--- src/rtl/instr_fetch_unit_if.sv ---
// Fetch-stage bus bundle: instruction-memory request/response, redirect
// input, and the decoded head-of-queue output towards control_unit.
interface instr_fetch_unit_if #(
  parameter int ADDR_WIDTH = 32
);
  logic                  imem_req;
  logic [ADDR_WIDTH-1:0] imem_addr;
  logic                  imem_rvalid;
  logic [31:0]           imem_rdata;
  logic                  redirect_valid;
  logic [ADDR_WIDTH-1:0] redirect_pc;
  logic                  instr_ready;
  logic                  instr_valid;
  logic [31:0]           instr;
  logic [ADDR_WIDTH-1:0] instr_pc;
  logic [6:0]            opcode;
  logic [4:0]            rd;
  logic [2:0]            funct3;
  logic [4:0]            rs1;
  logic [4:0]            rs2;
  logic [6:0]            funct7;
  logic                  protocol_error;

  // The fetch unit itself
  modport master (
    output imem_req, imem_addr,
    input  imem_rvalid, imem_rdata,
    input  redirect_valid, redirect_pc,
    input  instr_ready,
    output instr_valid, instr, instr_pc,
    output opcode, rd, funct3, rs1, rs2, funct7,
    output protocol_error
  );

  // Memory, branch unit and downstream decode seen from outside
  modport slave (
    input  imem_req, imem_addr,
    output imem_rvalid, imem_rdata,
    output redirect_valid, redirect_pc,
    output instr_ready,
    input  instr_valid, instr, instr_pc,
    input  opcode, rd, funct3, rs1, rs2, funct7,
    input  protocol_error
  );
endinterface

--- src/rtl/instr_fetch_unit.sv ---
// Instruction fetch unit: holds the PC, keeps at most one variable-latency
// fetch in flight, buffers returned words in a 2-entry queue and presents
// the head entry already split into its instruction fields.
module instr_fetch_unit #(
  parameter int                    ADDR_WIDTH = 32,
  parameter logic [ADDR_WIDTH-1:0] RESET_PC   = '0
) (
  input  logic               clk,
  input  logic               reset,
  instr_fetch_unit_if.master bus
);

  typedef logic [ADDR_WIDTH-1:0] addr_t;

  typedef struct packed {
    addr_t       pc;
    logic [31:0] word;
  } entry_t;

  // Architectural state
  addr_t      r_fetch_pc;
  addr_t      r_imem_addr;      // doubles as the PC of the in-flight fetch
  logic       r_imem_req;
  logic       r_outstanding;
  logic       r_discard;        // in-flight fetch belongs to a squashed path
  logic       r_protocol_error;
  entry_t     r_queue [2];
  logic       r_head;
  logic       r_tail;
  logic [1:0] r_count;

  // Combinational next-state
  logic       w_valid;
  logic       w_pop;
  logic       w_push;
  logic       w_issue;
  logic       w_stray;
  logic       w_outstanding_n;
  logic       w_discard_n;
  logic [1:0] w_count_n;
  addr_t      w_fetch_pc_n;
  addr_t      w_redirect_target;
  entry_t     w_head;

  assign w_redirect_target = bus.redirect_pc & ~addr_t'(3);
  assign w_valid           = (r_count != 2'd0);
  assign w_pop             = w_valid && bus.instr_ready;
  // A redirect squashes whatever arrives in the same cycle.
  assign w_push            = bus.imem_rvalid && r_outstanding && !r_discard
                             && !bus.redirect_valid;
  assign w_stray           = bus.imem_rvalid && !r_outstanding;

  // Post-update bookkeeping; issue is decided from these updated values so a
  // freed slot or a redirect target is fetched on the very next cycle.
  always_comb begin
    // NOTE: every signal written here gets a default first, so no path can leave a latch behind.
    w_fetch_pc_n    = r_fetch_pc;
    w_outstanding_n = r_outstanding;
    w_discard_n     = r_discard;
    w_count_n       = r_count;
    if (bus.redirect_valid) begin
      w_fetch_pc_n    = w_redirect_target;
      // A fetch still in flight must be thrown away when it finally returns.
      w_outstanding_n = r_outstanding && !bus.imem_rvalid;
      w_discard_n     = r_outstanding && !bus.imem_rvalid;
      w_count_n       = 2'd0;
    end else begin
      if (bus.imem_rvalid && r_outstanding) begin
        w_outstanding_n = 1'b0;
        w_discard_n     = 1'b0;
      end
      w_count_n = r_count + {1'b0, w_push} - {1'b0, w_pop};
    end
    w_issue = !w_outstanding_n && !w_discard_n && (w_count_n != 2'd2);
  end

  // Control state: PC, request pulse, in-flight tracking, queue pointers
  always_ff @(posedge clk) begin
    // NOTE: sequential state uses non-blocking assignments so every register samples pre-edge values.
    if (reset) begin
      r_fetch_pc       <= RESET_PC;
      r_imem_addr      <= RESET_PC;
      r_imem_req       <= 1'b0;
      r_outstanding    <= 1'b0;
      r_discard        <= 1'b0;
      r_protocol_error <= 1'b0;
      r_head           <= 1'b0;
      r_tail           <= 1'b0;
      r_count          <= 2'd0;
    end else begin
      r_imem_req    <= w_issue;
      r_discard     <= w_discard_n;
      r_count       <= w_count_n;
      r_outstanding <= w_outstanding_n || w_issue;
      if (w_issue) begin
        r_imem_addr <= w_fetch_pc_n;
        r_fetch_pc  <= w_fetch_pc_n + addr_t'(4);
      end else begin
        r_fetch_pc  <= w_fetch_pc_n;
      end
      if (bus.redirect_valid) begin
        r_head <= 1'b0;
        r_tail <= 1'b0;
      end else begin
        if (w_push) r_tail <= ~r_tail;
        if (w_pop)  r_head <= ~r_head;
      end
      if (w_stray) r_protocol_error <= 1'b1;
    end
  end

  // Queue payload storage, written on push
  always_ff @(posedge clk) begin
    // NOTE: payload storage has no reset; r_count gates every read so stale contents are never visible.
    if (w_push) begin
      r_queue[r_tail] <= '{pc: r_imem_addr, word: bus.imem_rdata};
    end
  end

  assign w_head = r_queue[r_head];

  assign bus.imem_req       = r_imem_req;
  assign bus.imem_addr      = r_imem_addr;
  assign bus.protocol_error = r_protocol_error;
  assign bus.instr_valid    = w_valid;
  assign bus.instr          = w_valid ? w_head.word : 32'd0;
  assign bus.instr_pc       = w_valid ? w_head.pc   : addr_t'(0);
  assign bus.opcode         = bus.instr[6:0];
  assign bus.rd             = bus.instr[11:7];
  assign bus.funct3         = bus.instr[14:12];
  assign bus.rs1            = bus.instr[19:15];
  assign bus.rs2            = bus.instr[24:20];
  assign bus.funct7         = bus.instr[31:25];

endmodule

--- src/flat_wrapper.sv ---
// flat-port wrapper written by rule: the top's interface ports become plain ports
module instr_fetch_unit_flat 
#(
  parameter int                    ADDR_WIDTH = 32,
  parameter logic [ADDR_WIDTH-1:0] RESET_PC   = '0
)
  (clk, reset, bus_imem_req, bus_imem_addr, bus_imem_rvalid, bus_imem_rdata, bus_redirect_valid, bus_redirect_pc, bus_instr_ready, bus_instr_valid, bus_instr, bus_instr_pc, bus_opcode, bus_rd, bus_funct3, bus_rs1, bus_rs2, bus_funct7, bus_protocol_error);
  instr_fetch_unit_if #(.ADDR_WIDTH(ADDR_WIDTH)) bus_i ();
  input  logic clk;
  input  logic reset;
  output wire logic [$bits(bus_i.imem_req)-1:0] bus_imem_req;
  output wire logic [$bits(bus_i.imem_addr)-1:0] bus_imem_addr;
  input wire logic [$bits(bus_i.imem_rvalid)-1:0] bus_imem_rvalid;
  input wire logic [$bits(bus_i.imem_rdata)-1:0] bus_imem_rdata;
  input wire logic [$bits(bus_i.redirect_valid)-1:0] bus_redirect_valid;
  input wire logic [$bits(bus_i.redirect_pc)-1:0] bus_redirect_pc;
  input wire logic [$bits(bus_i.instr_ready)-1:0] bus_instr_ready;
  output wire logic [$bits(bus_i.instr_valid)-1:0] bus_instr_valid;
  output wire logic [$bits(bus_i.instr)-1:0] bus_instr;
  output wire logic [$bits(bus_i.instr_pc)-1:0] bus_instr_pc;
  output wire logic [$bits(bus_i.opcode)-1:0] bus_opcode;
  output wire logic [$bits(bus_i.rd)-1:0] bus_rd;
  output wire logic [$bits(bus_i.funct3)-1:0] bus_funct3;
  output wire logic [$bits(bus_i.rs1)-1:0] bus_rs1;
  output wire logic [$bits(bus_i.rs2)-1:0] bus_rs2;
  output wire logic [$bits(bus_i.funct7)-1:0] bus_funct7;
  output wire logic [$bits(bus_i.protocol_error)-1:0] bus_protocol_error;
  assign bus_imem_req = bus_i.imem_req;
  assign bus_imem_addr = bus_i.imem_addr;
  assign bus_i.imem_rvalid = bus_imem_rvalid;
  assign bus_i.imem_rdata = bus_imem_rdata;
  assign bus_i.redirect_valid = bus_redirect_valid;
  assign bus_i.redirect_pc = bus_redirect_pc;
  assign bus_i.instr_ready = bus_instr_ready;
  assign bus_instr_valid = bus_i.instr_valid;
  assign bus_instr = bus_i.instr;
  assign bus_instr_pc = bus_i.instr_pc;
  assign bus_opcode = bus_i.opcode;
  assign bus_rd = bus_i.rd;
  assign bus_funct3 = bus_i.funct3;
  assign bus_rs1 = bus_i.rs1;
  assign bus_rs2 = bus_i.rs2;
  assign bus_funct7 = bus_i.funct7;
  assign bus_protocol_error = bus_i.protocol_error;
  instr_fetch_unit #(.ADDR_WIDTH(ADDR_WIDTH), .RESET_PC(RESET_PC)) u_core (.clk(clk), .reset(reset), .bus(bus_i));
endmodule
--- config.mk ---
export PLATFORM = sky130hd
export DESIGN_NAME = instr_fetch_unit_flat
export DESIGN_NICKNAME = d
export VERILOG_FILES = /design/src/rtl/instr_fetch_unit_if.sv /design/src/rtl/instr_fetch_unit.sv /design/src/flat_wrapper.sv
export SDC_FILE = /design/constraint.sdc
export NUM_CORES = 1
export LEC_CHECK = 0
export CORE_AREA = 3 3 174 176
export CTS_BUF_LIST = sky130_fd_sc_hd__clkbuf_8 sky130_fd_sc_hd__clkbuf_16
export DETAILED_ROUTE_END_ITERATION = 6
export DIE_AREA = 0 0 177 179
export GPL_TIMING_DRIVEN = 0
export SLEW_MARGIN = 20
export SYNTH_ARGS = -nofsm -noshare
export SYNTH_HDL_FRONTEND = slang
export SYNTH_SLANG_ARGS = --single-unit
--- constraint.sdc ---
create_clock -name clk -period 7.15 [get_ports clk]
set_input_delay 1.43 -clock clk [delete_from_list [all_inputs] [get_ports clk]]
set_output_delay 1.43 -clock clk [all_outputs]
set_load 0.1 [all_outputs]
==> flow_metrics.py <==
metrics = {
    "floorplanning": {
        "start_util_pct": 30.1,
        "fp.dieH_um": 179,
        "design.core.area_mm2": 0.0288,
        "number_of_placement_rows": 62,
        "design.die.area_mm2": 0.0317,
        "die_width_um": 177,
        "top_level_ports": 200,
    },
    "cts": {
        "cts-hold-fix-buffers": 0,
        "cts_buffers": 23,
        "cts_max_path_buffers": 3,
        "post_cts.resized_instances": 0,
        "htree_num_levels": 1,
        "cts_tree": "built",
        "clock_insertion_delay_worst_skew_ns": 0.51,
        "clock_tree.root_cell": "sky130_fd_sc_hd__clkbuf_16",
        "cts.sinks": 201,
        "clk_transition_reported_paths_ns": 0.06,
        "post-cts-setup-buffer-count": 0,
    },
    "synthesis": {
        "yosys.cell_types.count": 55,
        "asyncSetResetFlopFracSynth_pct": 0,
        "ys.warnings.count": 0,
        "yosys.area_share.adder_pct": 0.433,
        "synth-edff-count": 128,
        "post_synth_xor_area_fraction_pct": 1.78,
        "synth_ff_type": "sky130_fd_sc_hd__edfxtp_1",
        "post_synth_instance_area_mm2": 0.00866,
        "synth_top_family_by_area": "simple AND/OR/NAND/NOR gates",
        "post_synth.cell_area_avg_um2": 12.2,
        "synth.yosys.seq_area_share_pct": 61.2,
        "number_of_nets_in_the_synthesized_netlist": 781,
        "synth_compound_area_share_pct": 6.87,
        "synth.ff_latch_count": 201,
        "synthMuxAreaShare_pct": 10.4,
        "synth-simple-area-share_pct": 13.8,
        "synth_cells": 709,
    },
    "finish": {
        "layout.cells.most_common": "sky130_fd_sc_hd__clkdlybuf4s50_1",
        "antenna-diode-count": 0,
        "nFillCells": 2707,
        "finalNetCount": 1005,
        "final_design_area_no_fill_mm2": 0.0121,
        "share_of_post_route_cells_with_drive_strength_above_1_pct": 11.1,
        "most-common-layout-cells": "sky130_fd_sc_hd__clkdlybuf4s50_1, sky130_fd_sc_hd__edfxtp_1, sky130_fd_sc_hd__nor2_1",
        "multiInputGateArea_mm2": 0.00290,
        "growth_of_design_area_from_synthesis_to_finish_pct": 39.1,
        "area.sequential_mm2": 0.00531,
    },
    "sta": {
        "timing.final.crit_share_pct": 72.3,
        "timing.max_slew.rel_slack_pct": 28.1,
        "unrepaired_setup_endpoints_after_global_routing": "false",
        "timing_max_transition_violations_final": 0,
        "final.min_clock_period_ns": 5.17,
        "final-hold-violation-count": 0,
        "setup_viol": 0,
        "finalSetupTns_ns": 0,
        "clock-skew-final_ns": 0.0142,
        "worstMarginPinSlew_ns": 1.08,
        "fmax_mhz": 193,
    },
    "route": {
        "route.vias.total": 6193,
        "wirelength_um": 23300,
        "detail_route.vias_per_cell": 4.64,
        "remaining_drc_errors": 0,
        "wire_per_inst_um": 17.5,
        "ant_nets": 0,
        "detail_route.first_pass.iterations": 5,
        "detail_route.iter0.violations": 329,
    },
    "grt": {
        "pin_count_of_the_biggest_net_entering_global_routing": 50,
        "groute.usage.overall_pct": 14.2,
        "grt_pass1_vias": 6065,
        "overall_overflow_remaining_after_global_route": 0,
        "initial_antenna_violation_count": 0,
        "wire_length_of_the_first_global_routing_pass_um": 34800,
    },
    "setup_path": {
        "worstSetupStartpointType": "flop",
        "worstSetupEndpointType": "primary output",
        "worst_r2r_path_depth": 12,
        "critPathRequiredTime_ns": 5.72,
        "reg2reg_setup_slack_ns": 4.12,
        "timing_worst_setup_path_type": "reg2out",
        "worst-path-max-fanout": 10,
        "critPathArrivalTime_ns": 3.74,
    },
    "pwr": {
        "powerDensity_mw_per_mm2": 258,
        "peakVddDrop_v": 0.000156,
        "power_leakage_nw": 4.20,
    },
    "placement": {
        "dpl_cell_area_mm2": 0.0112,
        "place.port_buffers": 195,
        "routabilityCongestion": 0.850,
        "hpwlAfterDp_um": 17200,
    },
    "min_path": {
        "worst_hold_path_type": "reg2reg",
        "min_delay_path_depth": 1,
    },
    "flow_run": {
        "drv.max_cap_violation_count": 0,
    },
    "run_status": {
        "outcome": "finished, final reports clean",
    },
}
==> per-stage QoR <==
step | total power, mW | utilization [%] | setup WS, ns | cells | hold slack [ns]
3_5_place_dp | 1.87 | 39.0 | 2.37 | 1292 | 0.447
2_1_floorplan | 1.70 | - | 1.45 | 709 | 0.428
5_1_grt | 3.23 | 41.9 | 1.71 | 1334 | 0.472
4_1_cts | 3.15 | 41.9 | 1.80 | 1334 | 0.462
3_3_place_gp | 1.86 | 38.6 | -0.690 | 1288 | 0.442
6_report | 3.11 | 41.9 | 1.98 | 1334 | 0.459
==> worst max-delay path: stages (launching register included) <==
cell and delay [ns]:
sky130_fd_sc_hd__dfxtp_1 0.30, sky130_fd_sc_hd__clkbuf_1 0.63, sky130_fd_sc_hd__clkbuf_1 0.65, sky130_fd_sc_hd__mux2i_1 0.16
sky130_fd_sc_hd__nor2_1 0.21, sky130_fd_sc_hd__buf_4 0.14, sky130_fd_sc_hd__clkdlybuf4s50_1 1.11
==> flip-flops by register name, summed over array words and instances (netlist names), named ones only <==
name	cells
u_core.bus.protocol_error	1
u_core.r_fetch_pc	32
u_core.r_outstanding	1
u_core.r_tail	1
u_core.r_count	2
u_core.r_queue	128
u_core.r_head	1
u_core.bus.imem_addr	32
u_core.r_discard	1
u_core.bus.imem_req	1
==> final cells by class <==
cell class / count / area share [%]
multi-input combinational: 427 / 24.1
inverter: 7 / 0.218
buffer: 74 / 3.69
tap: 384 / 3.99
clock buffer: 30 / 5.76
timing repair buffer: 199 / 17.0
clock inverter: 12 / 1.21
sequential: 201 / 44.0
==> routing by layer <==
layer	wire [um]	global-route usage (%)	vias up
met5	0	0	-
met1	10300	18.6	2934
met3	1380	2.50	35
li1	-	-	3015
met2	11100	24.0	209
met4	459	4.12	0
==> Yosys cell counts (8+ instances only) <==
cell / n / area share [%]
sky130_fd_sc_hd__edfxtp_1: 128 / 44
sky130_fd_sc_hd__nor2_1: 119 / 5.2
sky130_fd_sc_hd__mux2i_1: 89 / 10
sky130_fd_sc_hd__dfxtp_1: 73 / 17
sky130_fd_sc_hd__buf_4: 33 / 2.9
sky130_fd_sc_hd__a211oi_1: 26 / 2.3
sky130_fd_sc_hd__nand2_1: 23 / 1.0
sky130_fd_sc_hd__nand3_1: 23 / 1.3
sky130_fd_sc_hd__nor3_1: 23 / 1.3
sky130_fd_sc_hd__clkbuf_1: 22 / 0.95
sky130_fd_sc_hd__xnor2_1: 15 / 1.5
sky130_fd_sc_hd__a21oi_1: 10 / 0.58
sky130_fd_sc_hd__buf_1: 8 / 0.35
sky130_fd_sc_hd__nand3b_1: 8 / 0.69
sky130_fd_sc_hd__nand4_1: 8 / 0.58
sky130_fd_sc_hd__nor4_1: 8 / 0.58
sky130_fd_sc_hd__o31a_1: 8 / 0.81
==> power by group <==
group	internal [mW]	switching, mW	total [mW]	leakage (nW)
logic	0.147	0.373	0.520	2.00
registers	1.29	0.0355	1.32	1.77
clock network	0.795	0.471	1.27	0.427
total	2.23	0.879	3.11	4.20
==> worst paths after layout <==
path / end / start
worst max-delay path: bus_instr[12] / flop
worst max register to register: u_core.r_fetch_pc[26]$_SDFF_PP0_ / u_core.r_count[0]$_SDFF_PP0_
worst min-delay path: u_core.r_fetch_pc[1]$_SDFF_PP0_ / u_core.r_fetch_pc[1]$_SDFF_PP0_
worst min register to register: u_core.r_fetch_pc[1]$_SDFF_PP0_ / u_core.r_fetch_pc[1]$_SDFF_PP0_
==> kinds of logic (layout without fill, tap and decap cells) <==
logic type                 count (synthesis)  after routing
and+or+nand+nor                          240            240
DFF                                      201            201
muxes                                     90             90
buffers and inverters                     81            322
AOI/OAI and AO/OA                         78             78
xor gates and xnor gates                  16             16
adders and majority gates                  3              3
(Power assumes the default switching activity.)
